===== src/rtl/input_debounce_sync.sv =====
// rtl/input_debounce_sync.sv - per-channel 2-flop synchroniser and counter debouncer; DEBOUNCE_EDGE_EN builds rise/fall/changed pulse registers
module input_debounce_sync #(
  parameter int WIDTH           = 8,
  parameter int CNT_W           = 16,
  parameter int DEBOUNCE_CYCLES = 1000
) (
  input  logic             clk,
  input  logic             rst,
  input  logic [WIDTH-1:0] din,
  output logic [WIDTH-1:0] dout,
  output logic [WIDTH-1:0] rise,
  output logic [WIDTH-1:0] fall,
  output logic             changed
);

  // Terminal count: a level differing from dout is accepted on the edge after cnt reaches this
  localparam logic [CNT_W-1:0] CNT_LAST = CNT_W'(DEBOUNCE_CYCLES - 1);

  generate
    if (DEBOUNCE_CYCLES < 1 ||
        longint'(DEBOUNCE_CYCLES) > ((longint'(1) << CNT_W) - longint'(1))) begin : g_bad_cfg
      $error("input_debounce_sync: DEBOUNCE_CYCLES must be in 1..2^CNT_W-1");
    end
  endgenerate

  logic [WIDTH-1:0] sync1;
  logic [WIDTH-1:0] sync2;
  logic [WIDTH-1:0] dout_next;
  logic [CNT_W-1:0] cnt      [WIDTH];
  logic [CNT_W-1:0] cnt_next [WIDTH];

  // Next debounced level and counter per channel; a matching level always clears the counter
  always_comb begin
    dout_next = dout;
    for (int i = 0; i < WIDTH; i++) begin
      cnt_next[i] = '0;
      if (sync2[i] != dout[i]) begin
        if (cnt[i] == CNT_LAST) begin
          dout_next[i] = sync2[i];
        end else begin
          cnt_next[i] = cnt[i] + CNT_W'(1);
        end
      end
    end
  end

  // Synchroniser chain, debounced levels and counters
  always_ff @(posedge clk) begin
    if (rst) begin
      sync1 <= '0;
      sync2 <= '0;
      dout  <= '0;
      for (int i = 0; i < WIDTH; i++) begin
        cnt[i] <= '0;
      end
    end else begin
      sync1 <= din;
      sync2 <= sync1;
      dout  <= dout_next;
      for (int i = 0; i < WIDTH; i++) begin
        cnt[i] <= cnt_next[i];
      end
    end
  end

`ifdef DEBOUNCE_EDGE_EN
  // Edge pulses registered alongside dout so they appear in the same cycle as the new level
  always_ff @(posedge clk) begin
    if (rst) begin
      rise    <= '0;
      fall    <= '0;
      changed <= 1'b0;
    end else begin
      rise    <= dout_next & ~dout;
      fall    <= ~dout_next & dout;
      changed <= |(dout_next ^ dout);
    end
  end
`else
  assign rise    = '0;
  assign fall    = '0;
  assign changed = 1'b0;
`endif

endmodule


===== config.mk =====
export PLATFORM = sky130hd
export DESIGN_NAME = input_debounce_sync
export DESIGN_NICKNAME = d
export VERILOG_FILES = /design/src/rtl/input_debounce_sync.sv
export SDC_FILE = /design/constraint.sdc
export NUM_CORES = 1
export LEC_CHECK = 0
export BUFFER_PORTS_ARGS = -buffer_cell sky130_fd_sc_hd__buf_4
export CORE_MARGIN = 4
export CORE_UTILIZATION = 35
export DETAILED_ROUTE_END_ITERATION = 7
export HOLD_SLACK_MARGIN = 0.06
export PLACE_DENSITY_LB_ADDON = 0.15
export SLEW_MARGIN = 20
export SYNTH_ARGS = -nofsm -noshare
export SYNTH_HDL_FRONTEND = slang
export SYNTH_SLANG_ARGS = --single-unit

===== constraint.sdc =====
create_clock -name clk -period 1.7 [get_ports clk]
set_input_delay 0.17 -clock clk [delete_from_list [all_inputs] [get_ports clk]]
set_output_delay 0.17 -clock clk [all_outputs]
set_load 0.005 [all_outputs]

* After elaboration in Yosys (flattened, before gate mapping)
Memory sizes are Yosys's and may differ from the RTL's. Index checks and enable logic that the tools add are counted.
Operators by class: reductions and logical operators 8, magnitude comparators 0, div/mod/pow operators 0, multipliers 0, bitwise operators 8, shifts and indexed selects 0, equal/unequal tests 16, muxes and demuxes 27, $add $sub $neg 8
Operator list (number):
- two-way mux 16 bit | 24
- adder 16 x 1 -> 16 bit, second input constant | 8
- == test 16 x 10 -> 1 bit, second input constant | 8
- AND reduction 2 bit | 8
- inequality test 1 bit | 8
- OR 1 bit | 8
- two-way mux 1 bit | 3
Storage, ports and cells: RAM bits 128, register bits 24, output and inout port bits 25, logic and storage cells 78, memories 1, latch bits 0, ROM bits 0
Memory list:
- cnt | depth 8, width 16, read ports 8, clocked after Yosys merged registers in 0, wr ports 8, line 29 | logic [CNT_W-1:0] cnt [WIDTH];

* Depth between registers and ports, before layout
Gate-level depths: netlist (run 1). An unclocked memory read counts as a cell.
word-level depth 5, mapped depth 7, mapped depth without buffers 5

* Worst setup path before layout (run 1)
OpenSTA, ideal clock, no wires.
kind reg-to-reg, start point memory cnt[1][0], in the netlist cnt[0][16], end point memory cnt[1][7], in the netlist cnt[0][23], setup time 0.128 ns, required time 1.572 ns, slack -0.102 ns, arrival time 1.675 ns, cell stages (with the launch flop) 7, cells stage by stage dfxtp_1 > ha_1 > nand3_1 > or2_2 > o21ai_1 > clkbuf_1 > nor2_1
RTL lines (line):
- start, declared | 29

==> flow_summary.toml, run 1 <==
[clock_tree]
post_cts_buffers = 0
cts.htree.levels = 4
clkTransAtPathRegs_ns = 0.06
cts_tree = "built"
clkSinkCount = 152
cts-root-buf = "clkbuf_16"
cts_buffer_depth = 2
clk_latency_ns = 0.42
cts_buffers = 17

[routing]
drc = 0
drt_iter0_drc = 248
first_pass_iters = 4
routed_wl_mm = 12.7
vias = 5152
antenna_left = 0
vias_per_cell = 4.74
wl_per_cell_um = 11.7

[final_layout]
layout-drive-gt1-share = 0.200
syn_to_final_growth_pct = 24.2
stdcell_count = 1088
layout.nets = 860
fillers = 1838
n_antenna_cell = 0

[sta]
fin_ws_ns = -0.0999
rsz0062_at_grt = "yes"
hold_viol_final = 0
period_share = 1.06
finalCriticalPeriod_ns = 1.80
setup_viol = 45
fmax_mhz = 556
relSlewSlack = 0.624
tightest_slew_ns = 0.562
fin_worst_skew_ns = 0.00779
drv_slew = 0

[worst_setup_path]
slowest_stage = "or4_4"
start_kind = "register"
cp_max_fo = 4
crit_arrival_ns = 2.10
critPathTopFamily = "simple AND/OR/NAND/NOR gates"
crit_chain = "or4_4 > or4_4 > mux2i_1 > nor2_1"
crit_top_cell = "or4_4"
worstSetupPathType = "register to register"
crit_path_end_kind = "register"
crit_required_ns = 2.00
slowest_delay_ns = 0.60
critPathBufInv = 0

[global_route]
grt_overflow_total = 0
antenna_found_initial = 0
first_global_vias = 4954
grt_max_degree = 26
track_usage = 0.124
grt_pass1_wl_mm = 22.3

[synth]
ys_async_sr_fraction = 0
synth_edf_count = 0
ys.flop_type = "dfxtp_1"
ys_types = 47
synth_top_cell_area_share = 0.458
synth-seq-cells = 152
synth_top_cell_by_area = "dfxtp_1"
netlist_instances = 742
netlist_area_mm2 = 0.00664
syn_area_per_cell_um2 = 8.95
ys_seq_area_frac = 0.458
yosysWarnings = 0
synthTopCellsByArea = "dfxtp_1, xnor2_1, nor2_1"

[pwr]
p_leak_nw = 2.68
p_sw_mw = 1.59
comb_power_share = 0.017
p_seq_frac = 0.470
p_int_mw = 6.06
p_sw_frac = 0.208
pwr_density_cell_mw_per_mm2 = 928
finalPower_mw = 7.65
pwr-share-clk = 0.513
ir_drop_v = 0.000646

[place]
port_buffers = 17
place_congestion = 0.797
preCtsSetupSlack_ns = -0.124
dp_hpwl_mm = 8.92
dp_cells = 1047

[job]
cap_violations = 0

[floorplan]
die_h_um = 146
num_rows = 50
initial_utilization = 0.355
chipWidth_um = 146
core_mm2 = 0.0187
io_pins = 35
dieArea_mm2 = 0.0212

[status]
outcome = "complete, but fails checks"
violations = "setup timing"

[min_path]
hp-class = "primary input to register"
final cells by class:
| cell class | count | area [um^2] | share of cell area |
|---|---|---|---|
| well taps | 234 | 293 | 0.0355 |
| multi-input cells | 547 | 3410 | 0.414 |
| flip-flops and latches | 152 | 3060 | 0.371 |
| clock inverters | 11 | 161 | 0.0196 |
| repair buffers | 94 | 751 | 0.0911 |
| clock buffers | 21 | 460 | 0.0559 |
| inverters | 29 | 109 | 0.0132 |
cell families after synthesis:
logic type	share of synthesized area
and+or+nand+nor	0.294
DFF	0.458
xor gates and xnor gates	0.150
buffers and inverters	0.0518
AOI/OAI and AO/OA	0.0207
adders and majority gates	0.0170
muxes	0.00754
other	0.000565
worst reg2reg max path, cell delays in order (launching register included):
cell     delay [ns]
dfxtp_2        0.32
or4_4          0.53
or4_4          0.60
mux2i_1        0.17
nor2_1         0.06
what timing repair did:
action                                 in CTS  in global routing
pin swaps                                   4                  6
resized for setup                           6                 17
gates cloned                                1                  0
setup endpoints to repair                  44                 66
hold buffers                                8                  0
endpoints found under the hold margin       8                  0
state kept, by name, summed over array words and instances (netlist names):
| register | cells |
|---|---|
| dout | 8 |
| sync1 | 8 |
| cnt | 128 |
| sync2 | 8 |
layer usage:
layer / GRT usage / routed length, um / vias to the layer above
met4: 0.0437 / 126 / 0
li1: - / - / 2702
met3: 0.0396 / 437 / 11
met2: 0.199 / 6020 / 60
met1: 0.159 / 6110 / 2379
met5: 0 / 0 / -
power groups by stage:
stage | registers, mW | logic (mW) | clock network (mW)
after floorplan | 3.67 | 0.106 | 0
after global routing | 3.60 | 0.147 | 4.26
after CTS | 3.60 | 0.130 | 4.07
final | 3.60 | 0.129 | 3.92
after detailed placement | 3.68 | 0.111 | 0
after global placement | 3.68 | 0.110 | 0
Yosys cell counts, types with 9 or more instances:
master   count
dfxtp_1    152
nor2_1     135
xnor2_1     87
nand3_1     45
nor4_1      34
nand4_1     32
nor3_1      31
nand2_1     30
inv_1       29
xor2_1      27
buf_4       18
nor2b_1     18
nor2_2      10
ha_1         9
cells in the final DEF, fill, tap and decap left out, types with 17 or more instances in the layout:
cell	instances
conb_1	17
nand4_1	32
inv_1	29
nor2_1	126
clkbuf_16	17
xor2_1	27
nor3_1	31
nor2b_1	18
nor4_1	33
xnor2_1	87
dfxtp_1	141
nand2_1	30
buf_4	84
nand3_1	45
through the flow:
stage,hold WS [ns],TNS [ns],instance area [um^2],utilization
2_1_floorplan,0.298,-0.872,6720,-
6_report,0.107,-1.50,8240,0.441
3_3_place_gp,0.384,-1.49,7440,0.398
3_5_place_dp,0.387,-2.06,7440,0.398
5_1_grt,0.110,-4.13,8240,0.441
4_1_cts,0.105,-1.41,8180,0.438
final timing paths:
kind / depth (start not counted) / slack, ns / startpoint / endpoint
worst min register to register: 1 / 0.44 / sync1[1] / sync2[1]
worst max-delay path: 4 / -0.1 / cnt[0][46] / dout[2]
worst min-delay path: 2 / 0.11 / rst / dout[2]
worst max register to register: 4 / -0.1 / cnt[0][46] / dout[2]
Power figures use the tool's default switching activity.
==> run 2: changes to the inputs <==
- RECOVER_POWER: default -> 100
==> run 2 against run 1 <==
  * The run still ends with setup timing left
  * Cell area down 0.27%
  * Sequential power about the same
  * Non-clock buffer count unchanged
  * Combinational power about the same
  * First-iteration DRC count unchanged
  * Clock-buffer cell count unchanged
  * Hold slack about the same
  * Sequential share of layout area up 0.10 points
  * Maximum frequency down 0.19%
  * Global-route usage unchanged
  * Setup slack worse by 0.0034 ns
==> flow_summary.toml, run 2 (synthesis results as in run 1) <==
[final_layout]
syn_to_final_growth_pct = 23.8
largest_reg_flops = 128
design_area_mm2 = 0.00822
layout-drive-gt1-share = 0.198
multi_input_area_mm2 = 0.00341
layout.nets = 860
regMostFlops = "cnt"
mostFrequentLayoutCells = "dfxtp_1, nor2_1, xnor2_1"
final_common_cell = "dfxtp_1"
final_util = 0.440
n_antenna_cell = 0
fillers = 1843
seq_area_mm2 = 0.00306
stdcell_count = 1088

[sta]
rsz0062_at_grt = "yes"
relSlewSlack = 0.627
setup_viol = 45
fmax_mhz = 555
drv_slew = 0
fin_worst_skew_ns = 0.00779
finalCriticalPeriod_ns = 1.80
tns_ns = -1.51
tightest_slew_ns = 0.558
hold_viol_final = 0
fin_ws_ns = -0.103
hold_slack_ns = 0.107
period_share = 1.06

[clock_tree]
clkTransAtPathRegs_ns = 0.06
clkSinkCount = 152
post_cts_buffers = 0
cts_buffer_depth = 2
cts.htree.levels = 4
cts-root-buf = "clkbuf_16"
clk_latency_ns = 0.42
cts_tree = "built"
cts_buffers = 17

[routing]
routed_wl_mm = 12.7
vias_per_cell = 4.73
antenna_left = 0
drt_iter0_drc = 248
vias = 5148
drc = 0
wl_per_cell_um = 11.7
first_pass_iters = 4

[global_route]
grt_max_degree = 26
antenna_found_initial = 0
track_usage = 0.124
first_global_vias = 4954
grt_pass1_wl_mm = 22.3
grt_overflow_total = 0

[worst_setup_path]
cp_max_fo = 4
start_kind = "register"
slowest_delay_ns = 0.60
crit_chain = "or4_4 > or4_4 > mux2i_1 > nor2_1"
crit_arrival_ns = 2.10
worstSetupPathType = "register to register"
crit_path_end_kind = "register"
crit_required_ns = 2.00
slowest_stage = "or4_4"
crit_top_cell = "or4_4"

[floorplan]
core_mm2 = 0.0187
die_h_um = 146
num_rows = 50
chipWidth_um = 146
dieArea_mm2 = 0.0212
initial_utilization = 0.355
io_pins = 35

[pwr]
p_leak_nw = 2.66
finalPower_mw = 7.65
p_sw_frac = 0.208
ir_drop_v = 0.000647
pwr-share-clk = 0.513
pwr_density_cell_mw_per_mm2 = 930
comb_power_share = 0.016
p_sw_mw = 1.59
p_int_mw = 6.06
p_seq_frac = 0.470

[place]
dp_hpwl_mm = 8.92
port_buffers = 17
place_congestion = 0.797
placed_cell_area_mm2 = 0.00744
preCtsSetupSlack_ns = -0.124
dp_cells = 1047

[status]
violations = "setup timing"
outcome = "complete, but fails checks"

[min_path]
hp-class = "primary input to register"

[job]
cap_violations = 0
run 2: power by group through the flow:
stage	combinational, mW	sequential [mW]	clock, mW
after floorplan	0.106	3.67	0
after detailed placement	0.111	3.68	0
after global routing	0.143	3.60	4.26
after CTS	0.130	3.60	4.07
after global placement	0.110	3.68	0
final	0.126	3.60	3.93
run 2: worst paths after layout:
kind | start | to | slack (ns) | cells past startpoint
max | cnt[0][46] | dout[2] | -0.10 | 4
min | rst | dout[2] | 0.11 | 2
max reg2reg | cnt[0][46] | dout[2] | -0.10 | 4
min reg2reg | sync1[1] | sync2[1] | 0.44 | 1
run 2: critical path, delay by kind of cell, from the launching register on:
family           cells  cell delay (ns)
AND/OR/NAND/NOR      3             1.19
multiplexers         1             0.17
flip-flops           1             0.32
run 2: per-layer routing:
| layer | routed length [um] | track usage | up-vias |
|---|---|---|---|
| li1 | - | - | 2703 |
| met1 | 6160 | 0.159 | 2373 |
| met2 | 6010 | 0.199 | 61 |
| met3 | 435 | 0.0396 | 11 |
| met4 | 126 | 0.0437 | 0 |
| met5 | 0 | 0 | - |
run 2: repair_timing:
action / in CTS / in global routing
setup endpoints to repair: 44 / 66
endpoints found under the hold margin: 8 / 0
resized for setup: 6 / 17
hold buffers: 8 / 0
pin swaps: 4 / 6
gates cloned: 1 / 0
run 2: layout make-up:
| cell class | instances | share of cell area |
|---|---|---|
| repair buffers | 94 | 0.0886 |
| clock buffers | 21 | 0.0560 |
| flip-flops and latches | 152 | 0.372 |
| inverters | 29 | 0.0132 |
| multi-input cells | 547 | 0.415 |
| clock inverters | 11 | 0.0196 |
| well taps | 234 | 0.0356 |
